File: src/rtl/align16_prenorm.sv
// align16_prenorm: fp16 adder pre-normalisation stage.
// Unpacks, orders by magnitude, iteratively aligns the smaller significand.

module align16_prenorm #(
    parameter int SHIFT_STEP = 1,
    parameter bit EARLY_EXIT = 1'b1
) (
    input  logic        CLK,
    input  logic        RST_N,
    input  logic        IN_VALID,
    output logic        IN_READY,
    input  logic [15:0] IN_A,
    input  logic [15:0] IN_B,
    input  logic        IN_SUB,
    output logic        OUT_VALID,
    input  logic        OUT_READY,
    output logic        SIGN_A,
    output logic        SIGN_B,
    output logic [4:0]  OUT_EXP_HALF,
    output logic [10:0] OUT_MANT_A_HALF,
    output logic [10:0] OUT_MANT_B_HALF,
    output logic        STICKY_BIT,
    output logic        EFF_SUB,
    output logic        SPECIAL,
    output logic [15:0] SPECIAL_Q
);

    localparam logic [1:0] S_IDLE  = 2'd0;
    localparam logic [1:0] S_SHIFT = 2'd1;
    localparam logic [1:0] S_DONE  = 2'd2;

    localparam logic [4:0] STEP = 5'(SHIFT_STEP);

    logic [1:0]  state_q, state_d;
    logic        rdy_en_q;
    logic        sign_a_q, sign_a_d;
    logic        sign_b_q, sign_b_d;
    logic [4:0]  exp_q, exp_d;
    logic [10:0] mant_a_q, mant_a_d;
    logic [10:0] mant_b_q, mant_b_d;
    logic        sticky_q, sticky_d;
    logic [4:0]  cnt_q, cnt_d;
    logic        spec_q, spec_d;
    logic [15:0] spec_val_q, spec_val_d;

    logic        accept;
    logic        load;

    logic        ua_sign, ub_sign;
    logic [4:0]  ua_exp, ub_exp;
    logic [10:0] ua_sig, ub_sig;
    logic        ua_max, ub_max;
    logic        ua_inf, ub_inf;
    logic        ua_nan, ub_nan;
    logic        swap;
    logic        big_sign, small_sign;
    logic [4:0]  big_exp, small_exp;
    logic [10:0] big_sig, small_sig;
    logic [4:0]  diff;
    logic        spec_hit;
    logic [15:0] spec_val;

    logic [4:0]  sh;
    logic [10:0] sh_mask;
    logic [10:0] sh_mant;
    logic        sh_lost;
    logic [4:0]  sh_cnt;

    // Handshake: ready only once reset has been seen released.
    assign accept = IN_VALID & IN_READY;
    assign IN_READY = rdy_en_q &
                      ((state_q == S_IDLE) |
                       ((state_q == S_DONE) & OUT_READY));
    assign OUT_VALID = (state_q == S_DONE);

    // Unpack; subnormals/zero use effective exponent 1, no hidden bit.
    assign ua_sign = IN_A[15];
    assign ub_sign = IN_B[15] ^ IN_SUB;
    assign ua_max  = (IN_A[14:10] == 5'h1F);
    assign ub_max  = (IN_B[14:10] == 5'h1F);
    assign ua_inf  = ua_max & (IN_A[9:0] == 10'd0);
    assign ub_inf  = ub_max & (IN_B[9:0] == 10'd0);
    assign ua_nan  = ua_max & (IN_A[9:0] != 10'd0);
    assign ub_nan  = ub_max & (IN_B[9:0] != 10'd0);

    assign ua_exp = (IN_A[14:10] == 5'd0) ? 5'd1 : IN_A[14:10];
    assign ub_exp = (IN_B[14:10] == 5'd0) ? 5'd1 : IN_B[14:10];
    assign ua_sig = {IN_A[14:10] != 5'd0, IN_A[9:0]};
    assign ub_sig = {IN_B[14:10] != 5'd0, IN_B[9:0]};

    // Order by magnitude; a tie keeps A in front.
    assign swap = {ub_exp, ub_sig} > {ua_exp, ua_sig};

    assign big_sign   = swap ? ub_sign : ua_sign;
    assign small_sign = swap ? ua_sign : ub_sign;
    assign big_exp    = swap ? ub_exp  : ua_exp;
    assign small_exp  = swap ? ua_exp  : ub_exp;
    assign big_sig    = swap ? ub_sig  : ua_sig;
    assign small_sig  = swap ? ua_sig  : ub_sig;
    assign diff       = big_exp - small_exp;

    // Resolve NaN/Inf combinations to a packed result.
    always_comb begin
        spec_hit = ua_nan | ub_nan | ua_inf | ub_inf;
        spec_val = 16'h0000;
        if (ua_nan | ub_nan) begin
            spec_val = 16'h7E00;
        end else if (ua_inf & ub_inf & (ua_sign ^ ub_sign)) begin
            spec_val = 16'h7E00;
        end else if (ua_inf) begin
            spec_val = {ua_sign, 5'h1F, 10'h000};
        end else if (ub_inf) begin
            spec_val = {ub_sign, 5'h1F, 10'h000};
        end
    end

    // One alignment step: shift by min(STEP, remaining count).
    assign sh      = (cnt_q < STEP) ? cnt_q : STEP;
    assign sh_mask = (11'd1 << sh) - 11'd1;
    assign sh_mant = mant_b_q >> sh;
    assign sh_lost = |(mant_b_q & sh_mask);
    assign sh_cnt  = cnt_q - sh;

    // Next-state and datapath update.
    always_comb begin
        state_d    = state_q;
        sign_a_d   = sign_a_q;
        sign_b_d   = sign_b_q;
        exp_d      = exp_q;
        mant_a_d   = mant_a_q;
        mant_b_d   = mant_b_q;
        sticky_d   = sticky_q;
        cnt_d      = cnt_q;
        spec_d     = spec_q;
        spec_val_d = spec_val_q;
        load       = 1'b0;

        unique case (state_q)
            S_IDLE: begin
                if (accept) begin
                    load = 1'b1;
                end
            end
            S_SHIFT: begin
                mant_b_d = sh_mant;
                sticky_d = sticky_q | sh_lost;
                cnt_d    = sh_cnt;
                if ((sh_cnt == 5'd0) ||
                    (EARLY_EXIT && (sh_mant == 11'd0))) begin
                    state_d = S_DONE;
                end
            end
            S_DONE: begin
                if (OUT_READY) begin
                    if (accept) begin
                        load = 1'b1;
                    end else begin
                        state_d = S_IDLE;
                    end
                end
            end
            default: begin
                state_d = S_IDLE;
            end
        endcase

        if (load) begin
            sign_a_d   = big_sign;
            sign_b_d   = small_sign;
            sticky_d   = 1'b0;
            spec_d     = spec_hit;
            spec_val_d = spec_val;
            if (spec_hit) begin
                exp_d    = 5'd0;
                mant_a_d = 11'd0;
                mant_b_d = 11'd0;
                cnt_d    = 5'd0;
                state_d  = S_DONE;
            end else begin
                exp_d    = big_exp;
                mant_a_d = big_sig;
                mant_b_d = small_sig;
                cnt_d    = diff;
                state_d  = (diff == 5'd0) ? S_DONE : S_SHIFT;
            end
        end
    end

    // State and result registers; reset aborts any work in flight.
    always_ff @(posedge CLK or negedge RST_N) begin
        if (!RST_N) begin
            state_q    <= S_IDLE;
            rdy_en_q   <= 1'b0;
            sign_a_q   <= 1'b0;
            sign_b_q   <= 1'b0;
            exp_q      <= 5'd0;
            mant_a_q   <= 11'd0;
            mant_b_q   <= 11'd0;
            sticky_q   <= 1'b0;
            cnt_q      <= 5'd0;
            spec_q     <= 1'b0;
            spec_val_q <= 16'h0000;
        end else begin
            state_q    <= state_d;
            rdy_en_q   <= 1'b1;
            sign_a_q   <= sign_a_d;
            sign_b_q   <= sign_b_d;
            exp_q      <= exp_d;
            mant_a_q   <= mant_a_d;
            mant_b_q   <= mant_b_d;
            sticky_q   <= sticky_d;
            cnt_q      <= cnt_d;
            spec_q     <= spec_d;
            spec_val_q <= spec_val_d;
        end
    end

    assign SIGN_A          = sign_a_q;
    assign SIGN_B          = sign_b_q;
    assign EFF_SUB         = sign_a_q ^ sign_b_q;
    assign OUT_EXP_HALF    = exp_q;
    assign OUT_MANT_A_HALF = mant_a_q;
    assign OUT_MANT_B_HALF = mant_b_q;
    assign STICKY_BIT      = sticky_q;
    assign SPECIAL         = spec_q;
    assign SPECIAL_Q       = spec_val_q;

endmodule

File: config.mk
export PLATFORM = sky130hd
export DESIGN_NAME = align16_prenorm
export DESIGN_NICKNAME = d
export VERILOG_FILES = /design/src/rtl/align16_prenorm.sv
export SDC_FILE = /design/constraint.sdc
export NUM_CORES = 1
export LEC_CHECK = 0
export CORE_MARGIN = 2
export CORE_UTILIZATION = 52
export DETAILED_ROUTE_END_ITERATION = 10
export GPL_ROUTABILITY_DRIVEN = 0
export PLACE_DENSITY_LB_ADDON = 0.2
export SYNTH_ARGS = -nofsm -noshare
export SYNTH_HDL_FRONTEND = slang
export SYNTH_SLANG_ARGS = --single-unit
export TNS_END_PERCENT = 5
File: constraint.sdc
create_clock -name CLK -period 3.42 [get_ports CLK]
set_input_delay 0.342 -clock CLK [delete_from_list [all_inputs] [get_ports CLK]]
set_output_delay 0.342 -clock CLK [all_outputs]
set_load 0.01 [all_outputs]
==> results.md, run 1 <==
- Flop pwr share: 0.338
- Sw frac: 0.3951
- Crit path kind: in -> reg
- CTS Sinks: 42
- Bufs on Longest Clock Path: 2
- Tcrit/Tclk final: 1.090
- Die Y: 80.53 µm
- Setup TNS: -0.8371 ns
- Vias per cell: about 6.0
- Sequential element share of the synthesized area: 0.3451
- Drt first pass iters: 5
- Die X: between 80 and 90 µm
- Num rows: 27
- Data arrival time of the critical path: 3.97 ns
- Max incr delay on CP: ~0.36 ns
- Synthesis Warnings: 0
- NumNets Final: 525
- Outcome: complete, but fails checks
- Inst Count DP: 525
- Pleak: roughly 2.0 nW
- TritonCTS clock tree: built
- Number of synthesized flops with an enable pin: 0
- Delay-heaviest family, CP: compound AO/OA/AOI/OAI gates
- Detail Route Antenna Nets: 0
- Setup violators final: 4
- Initial antenna violation count: 0
- Vias in the first global route: 3032
- Failing checks: negative setup slack
- Yosys reg bits: 42
- Post-Synthesis Cell Area: between 0.003 and 0.004 mm²
- IO Pins: 87
- Design Power: around 2.7 mW
- Int Pwr: ~1.7 mW
- MaxCap Viol Count: 0
- NetSw: 1.082 mW
- Min Tclk post-route: 3.728 ns
- Slew Limit Fails: 0
- # DRC: 0
- Required @ worst endpoint: around 3.7 ns
- Cell chain of the critical path: buf_8 > nor4_4 > nand2b_1 > ha_4 > nand4_1 > buf_4 > nor3_2 > a22oi_2 > a32oi_4 > mux2i_2 > inv_2 > ha_4 > nor2_2 > nand2_1 > a21o_1 > a221oi_2 > xnor2_2 > o31ai_2 > a32o_1
- TritonCTS Buffers: 5
- Measured slew at the worst slew-check pin: roughly 0.98 ns
- Reg clk slew, reported paths: 0.09 ns
- Clock group share of total power: 0.122
- Netlist cell types: 53
- Fill count: around 390
- Buf+Inv Stages, Crit Path: 3
- Mapped Cells: roughly 360
- Overflow after GRT: 0
- DR WL/cell: roughly 17 µm
- FMAX: about 270 MHz
- Ratio of cells with drive above 1 in the final layout: 0.2038
- FF+latch area: roughly 0.0011 mm²
- Diodes inserted: 0
- Finished Layout Cells: 543
- Setup ws final: -0.3083 ns
- Hold Path Class: in -> async
- Root Driver: clkbuf_8
- Syn avg cell area: approximately 8.6 µm²
- H-tree depth: 2
- Via count: ~3300
- Crit path max fanout: 3
- Post-route clock skew: roughly 0.0071 ns
- WL final: between 9000 and 10000 µm
- CP Launch Type: primary input
- GR Util All Layers: 0.2885
- Crit path capture type: flop
- Initial core utilization: 0.5464
- Number of buffer cells added on primary ports: 77
- Die area: 0.006485 mm²
- 1st-iter DRT viols: approximately 220
- Worst skew pair latency: roughly 0.3 ns
- Largest net degree at the start of global routing: 43
- Ys flop type: dfrtp_1
- Crit path top cell by count: ha_4
- First-pass GRT wire length: approximately 14000 µm
- Power share of the combinational group: 0.541
- CORE AREA: around 0.0056 mm²
- Relative slew slack: 0.3455
- Asr flop ratio synth: 1.000
- Area grow syn2layout: 43.92%
- RSZ-0062 raised after global routing: true
- CP max-delay cell: mux2i_2
- Detail Placement HPWL: 6809 µm
- Multi-input logic area: 0.001877 mm²
- Hold Violations, Final: 0
- Worst VDD drop: between 0.4 and 0.5 mV
- PwrDens: 624.9 mW/mm²
-- power by group through the flow --
stage	clock network (mW)	registers (mW)	logic (mW)
finish	0.333	0.925	1.48
global route	0.351	0.957	1.60
floorplan	0	0.979	0.664
global placement	0	0.915	1.39
detailed placement	0	0.927	1.43
CTS	0.334	0.919	1.44
-- layer usage --
layer	vias to the layer above	wire length [µm]	part of all wire	global-route usage
li1	1472	-	-	-
met1	1547	3764	0.40	0.3529
met2	187	4611	0.49	0.4892
met3	48	632	0.067	0.04045
met4	0	488	0.051	0.1542
met5	-	0	0	0
-- cells in the final DEF, fill, tap and decap left out, types with 4 or more instances in the layout --
cell type,instances
nand3_1,4
or3_1,4
ha_1,15
clkdlybuf4s50_1,61
nor2b_1,4
o21ai_0,28
a21oi_1,12
nor2_1,12
buf_4,53
buf_2,4
mux2i_1,25
o221ai_1,11
inv_1,24
conb_1,10
clkbuf_8,5
o21a_1,4
dlygate4sd2_1,4
nor4_1,6
nand2_1,60
nor3_1,5
dfrtp_1,42
-- synthesized netlist by cell type, types with 4 or more instances --
cell / n / area [µm²]
a21oi_1: 12 / 60.06
buf_2: 4 / 20.02
buf_4: 13 / 97.59
clkbuf_1: 13 / 48.80
dfrtp_1: 42 / 1051
ha_1: 18 / 225.2
inv_1: 25 / 93.84
mux2i_1: 26 / 260.3
nand2_1: 60 / 225.2
nand3_1: 5 / 25.02
nor2_1: 14 / 52.55
nor2b_1: 5 / 31.28
nor3_1: 6 / 30.03
nor4_1: 8 / 50.05
o21a_1: 4 / 30.03
o21ai_0: 30 / 150.1
o221ai_1: 11 / 96.34
or3_1: 4 / 25.02
xnor2_1: 4 / 35.03
-- stage by stage --
stage	instance area, µm²	utilization	worst slack, ns	hold slack, ns
floorplan	3149	-	-0.08392	0.04641
global placement	4151	0.7448	-0.5620	0.4527
detailed placement	4151	0.7448	-0.7772	0.4597
CTS	4304	0.7722	-0.09925	0.2064
global route	4383	0.7863	-0.3454	0.2749
finish	4383	0.7863	-0.3083	0.1857
-- registers in the layout (all words and copies together) (netlist names) --
register,flops
STICKY_BIT,1
SPECIAL_Q,3
SIGN_B,1
rdy_en_q,1
state_q,2
SPECIAL,1
SIGN_A,1
OUT_MANT_A_HALF,11
OUT_EXP_HALF,5
cnt_q,5
OUT_MANT_B_HALF,11
-- path summary, 6_finish.rpt --
kind	depth (start not counted)	startpoint	slack [ns]	endpoint
worst max-delay path	19	IN_B[11]	-0.31	state_q[1]$_DFFE_PN0P_
worst min-delay path	1	RST_N	0.19	OUT_MANT_A_HALF[1]$_DFFE_PN0P_
worst max register to register	5	state_q[1]$_DFFE_PN0P_	1.11	cnt_q[3]$_DFFE_PN0P_
worst min register to register	2	SPECIAL_Q[15]$_DFFE_PN0P_	0.48	SPECIAL_Q[15]$_DFFE_PN0P_
max in group asynchronous	1	RST_N	2.64	rdy_en_q$_DFF_PN0_
min in group CLK	3	IN_A[14]	0.35	OUT_EXP_HALF[4]$_DFFE_PN0P_
-- timing repair --
action	4_1_cts	5_1_grt
buffers inserted	6	4
hold buffers	0	0
pin swaps	17	13
resized for setup	46	13
setup endpoints to repair	5	4
-- cell type report --
| class | instances | share of cell area |
|---|---|---|
| clock buffer | 5 | 0.01570 |
| inverter | 25 | 0.02141 |
| timing repair buffer | 131 | 0.2695 |
| tap | 72 | 0.02055 |
| clock inverter | 3 | 0.004853 |
| multi-input combinational | 265 | 0.4282 |
| sequential | 42 | 0.2398 |
-- cells by family after synthesis --
family,Yosys count,share of synthesized area
simple gates,118,0.1836
compound gates,85,0.1943
buf+inv,56,0.08915
flops,42,0.3451
mux,26,0.08546
fa+ha+maj,19,0.07724
xor+xnor,7,0.02260
other cells,2,0.002466
(Power assumes the default switching activity.)
==> inputs of run 2 (changes only) <==
--- a/config.mk
+++ b/config.mk
@@ -5,8 +5,9 @@
 export SDC_FILE = /design/constraint.sdc
 export NUM_CORES = 1
 export LEC_CHECK = 0
+export ABC_AREA = 1
 export CORE_MARGIN = 2
-export CORE_UTILIZATION = 52
+export CORE_UTILIZATION = 53
 export DETAILED_ROUTE_END_ITERATION = 10
 export GPL_ROUTABILITY_DRIVEN = 0
 export PLACE_DENSITY_LB_ADDON = 0.2
==> results.md, run 2 <==
- Outcome: finished, final reports clean
- Synth top area share: 0.3297 (-0.01544)
- Cts hold-fix bufs: 0 (unchanged)
- Ratio of cells with drive above 1 in the final layout: 0.07018 (-0.1336)
- Detail Placement HPWL: 6518 µm (-4.3%)
- Largest net degree at the start of global routing: 43 (unchanged)
- Vias in the first global route: 2987 (-1.5%)
- Bufs on Longest Clock Path: 2 (unchanged)
- TritonCTS Buffers: 5 (unchanged)
- Data arrival time of the critical path: 3.26 ns (-0.71 ns)
- MaxCap Viol Count: 0 (unchanged)
- NetSw: 1.142 mW (+5.5%)
- Dominant cell by count in the synthesized netlist: nand2_1
- Crit path top cell by count: nand2_1
- Required @ worst endpoint: 3.61 ns (-0.05 ns)
- Fin area: 0.004061 mm² (-7.3%)
- DR WL/cell: 14.64 µm (-16%)
- Worst r2r src: cnt_q[1]$_DFFE_PN0P_
- Ys flop type: dfrtp_1
- NumNets Final: 568 (+8.2%)
- FMAX: 325.7 MHz (+21%)
- Design Power: 2.855 mW (+4.3%)
- Power share of the combinational group: 0.545 (+0.004)
- Synthesis Warnings: 0 (unchanged)
- Worst R2R Setup Slack: 0.89 ns (-0.22 ns)
- # DRC: 0 (unchanged)
- Initial antenna violation count: 0 (unchanged)
- Clock group share of total power: 0.143 (+0.021)
- RR Endpoint: state_q[1]$_DFFE_PN0P_
- Crit path kind: in -> reg
- 1st-iter DRT viols: 217 (+0.93%)
- Post_cts resized: 0 (-100%)
- Diodes inserted: 0 (unchanged)
- WL final: 8607 µm (-9.4%)
- Number of synthesized flops with an enable pin: 0 (unchanged)
- Relative slew slack: 0.3425 (-0.002965)
- Worst skew pair latency: 0.30 ns (about the same)
- Die Y: 81.56 µm (+1.3%)
- Flop pwr share: 0.312 (-0.026)
- CP max-delay cell: clkdlybuf4s50_1
- First-pass GRT wire length: 13840 µm (-3.5%)
- Fill count: 503 (+30%)
- Die X: 81.56 µm (+1.3%)
- CTS Sinks: 42 (unchanged)
- FF+latch area: 0.001051 mm² (unchanged)
- Drt first pass iters: 5 (unchanged)
- Root Driver: clkbuf_8
- Post-CTS Setup Bufs: 0 (-6)
- Synth area leader: dfrtp_1
- Pleak: 1.980 nW (-3.4%)
- Tcrit/Tclk final: 0.8977 (-0.1925)
- Crit path max fanout: 12 (+9)
- Largest cells by area after synthesis: dfrtp_1 33%, nand2_1 10%, inv_1 7.9%, ha_1 7.1%, o21ai_0 5.8%
- Hold Path Class: in -> async
- Inst Count DP: 581 (+11%)
- Min Tclk post-route: 3.070 ns (-0.6582 ns)
- Area grow syn2layout: 27.39%
- Sw frac: 0.4000 (+0.004858)
- Via count: 3212 (-1.3%)
- Most common cell after layout, fill and taps aside: nand2_1
- GR Util All Layers: 0.2684 (-0.02008)
- Most frequent cells in the layout: 88 x nand2_1, 76 x clkdlybuf4s50_1, 67 x inv_1
- Asr flop ratio synth: 1.000 (unchanged)
- Worst r2r path cells: 11 (+6)
- TritonCTS clock tree: built
- Initial core utilization: 0.5449 (-0.001442)
- Finished Layout Cells: 588 (+8.3%)
- Vias per cell: 5.463 (-8.8%)
- Post-Synthesis Cell Area: 0.003188 mm² (+4.7%)
- Detail Route Antenna Nets: 0 (unchanged)
- Measured slew at the worst slew-check pin: 0.9863 ns (+0.004447 ns)
- PwrDens: 703.1 mW/mm² (+13%)
- Overflow after GRT: 0 (unchanged)
- Number of buffer cells added on primary ports: 77 (unchanged)
- IO Pins: 87 (unchanged)
- Slew Limit Fails: 0 (unchanged)
- Placed Area: 0.003934 mm² (-5.2%)
- Worst hold slack: 0.2058 ns (+0.02014 ns)
- Top cells by count, synth: 89 x nand2_1, 67 x inv_1, 42 x dfrtp_1
- Reg clk slew, reported paths: 0.08 ns (about the same)
- Multi-input logic area: 0.001742 mm² (-7.2%)
- Crit path capture type: flop
- Post-route clock skew: 0.008440 ns (+0.001312 ns)
- Int Pwr: 1.713 mW (+3.4%)
- Syn avg cell area: 7.164 µm² (-16%)
- Netlist cell types: 38 (-28%)
- Setup violators final: 0 (-4)
- Sequential element share of the synthesized area: 0.3297 (-0.01544)
- Num rows: 28 (+3.7%)
- Hold Violations, Final: 0 (unchanged)
- Worst VDD drop: 0.4050 mV (-10%)
- CORE AREA: 0.005851 mm² (+5.0%)
- H-tree depth: 2 (unchanged)
- Yosys reg bits: 42 (unchanged)
- Die area: 0.006651 mm² (+2.6%)
- Max incr delay on CP: 0.49 ns (+0.13 ns)
- Cell chain of the critical path: clkdlybuf4s50_1 > inv_1 > nand4_1 > nand2_2 > inv_1 > ha_4 > nand2_1 > inv_1 > nand3_1 > nor3_4 > nand2_1 > nand2_2 > nand2_4 > nand2_2 > nand3_2 > ha_1 > inv_1 > nand2_2 > nand2_1 > nand2_1 > nand2_1 > nand3_2 > nand4_1 > nand2_1
- CP Launch Type: primary input
- Mapped Cells: 445 (+25%)
[run 2: layout make-up]
cell class | count | share of cell area
clock buffer | 6 | 0.02033
clock inverter | 1 | 0.007394
inverter | 71 | 0.06562
multi-input combinational | 312 | 0.4288
sequential | 42 | 0.2588
tap | 75 | 0.02311
timing repair buffer | 81 | 0.1959
[run 2: kinds of logic (layout without fill, tap and decap cells)]
logic type	Yosys count	after routing	share of synthesized area
adder cells (fa/ha/maj)	18	18	0.07064
other	2	10	0.002356
AO/OA/AOI/OAI	101	101	0.1911
AND/OR/NAND/NOR	179	179	0.2571
flip-flops	42	42	0.3297
XOR/XNOR	4	4	0.01099
buffers and inverters	99	159	0.1381
[run 2: critical path, delay by kind of cell]
| family | cells | cell delay [ns] |
|---|---|---|
| AND/OR/NAND/NOR | 17 | 1.62 |
| buffers and inverters | 5 | 0.84 |
| adder cells (fa/ha/maj) | 2 | 0.47 |
[run 2: metal layers]
| layer | up-vias | part of all wire | GRT usage |
|---|---|---|---|
| met1 | 1491 | 0.46 | 0.3640 |
| met5 | - | 0 | 0 |
| li1 | 1586 | - | - |
| met3 | 22 | 0.052 | 0.04066 |
| met4 | 0 | 0.022 | 0.09831 |
| met2 | 113 | 0.47 | 0.4336 |
[run 2: through the flow]
step / setup TNS, ns / setup WS (ns) / utilization
global placement: 0 / 0.1803 / 0.6724
floorplan: 0 / 0.8731 / -
detailed placement: 0 / 0.02491 / 0.6724
CTS: 0 / 0.3359 / 0.6916
finish: 0 / 0.3500 / 0.6942
global route: -0.01383 / -0.01383 / 0.6942
[run 2: power groups by stage]
stage	Sequential (mW)	Clock [mW]	Combinational, mW
floorplan	0.962	0	0.807
global placement	0.888	0	1.51
detailed placement	0.897	0	1.54
CTS	0.890	0.413	1.55
global route	0.924	0.439	1.73
finish	0.892	0.407	1.56
[run 2: worst max path at each step]
stage	endpoint	startpoint	cells past startpoint	slack, ns
4_1_cts	state_q[1]$_DFFE_PN0P_	IN_A[12]	24	0.34
3_5_place_dp	state_q[1]$_DFFE_PN0P_	IN_A[12]	24	0.02
2_1_floorplan	state_q[1]$_DFFE_PN0P_	IN_A[11]	23	0.87
3_3_place_gp	state_q[1]$_DFFE_PN0P_	IN_B[12]	23	0.18
5_1_grt	state_q[1]$_DFFE_PN0P_	IN_A[12]	24	-0.01
6_report	state_q[1]$_DFFE_PN0P_	IN_A[12]	24	0.35
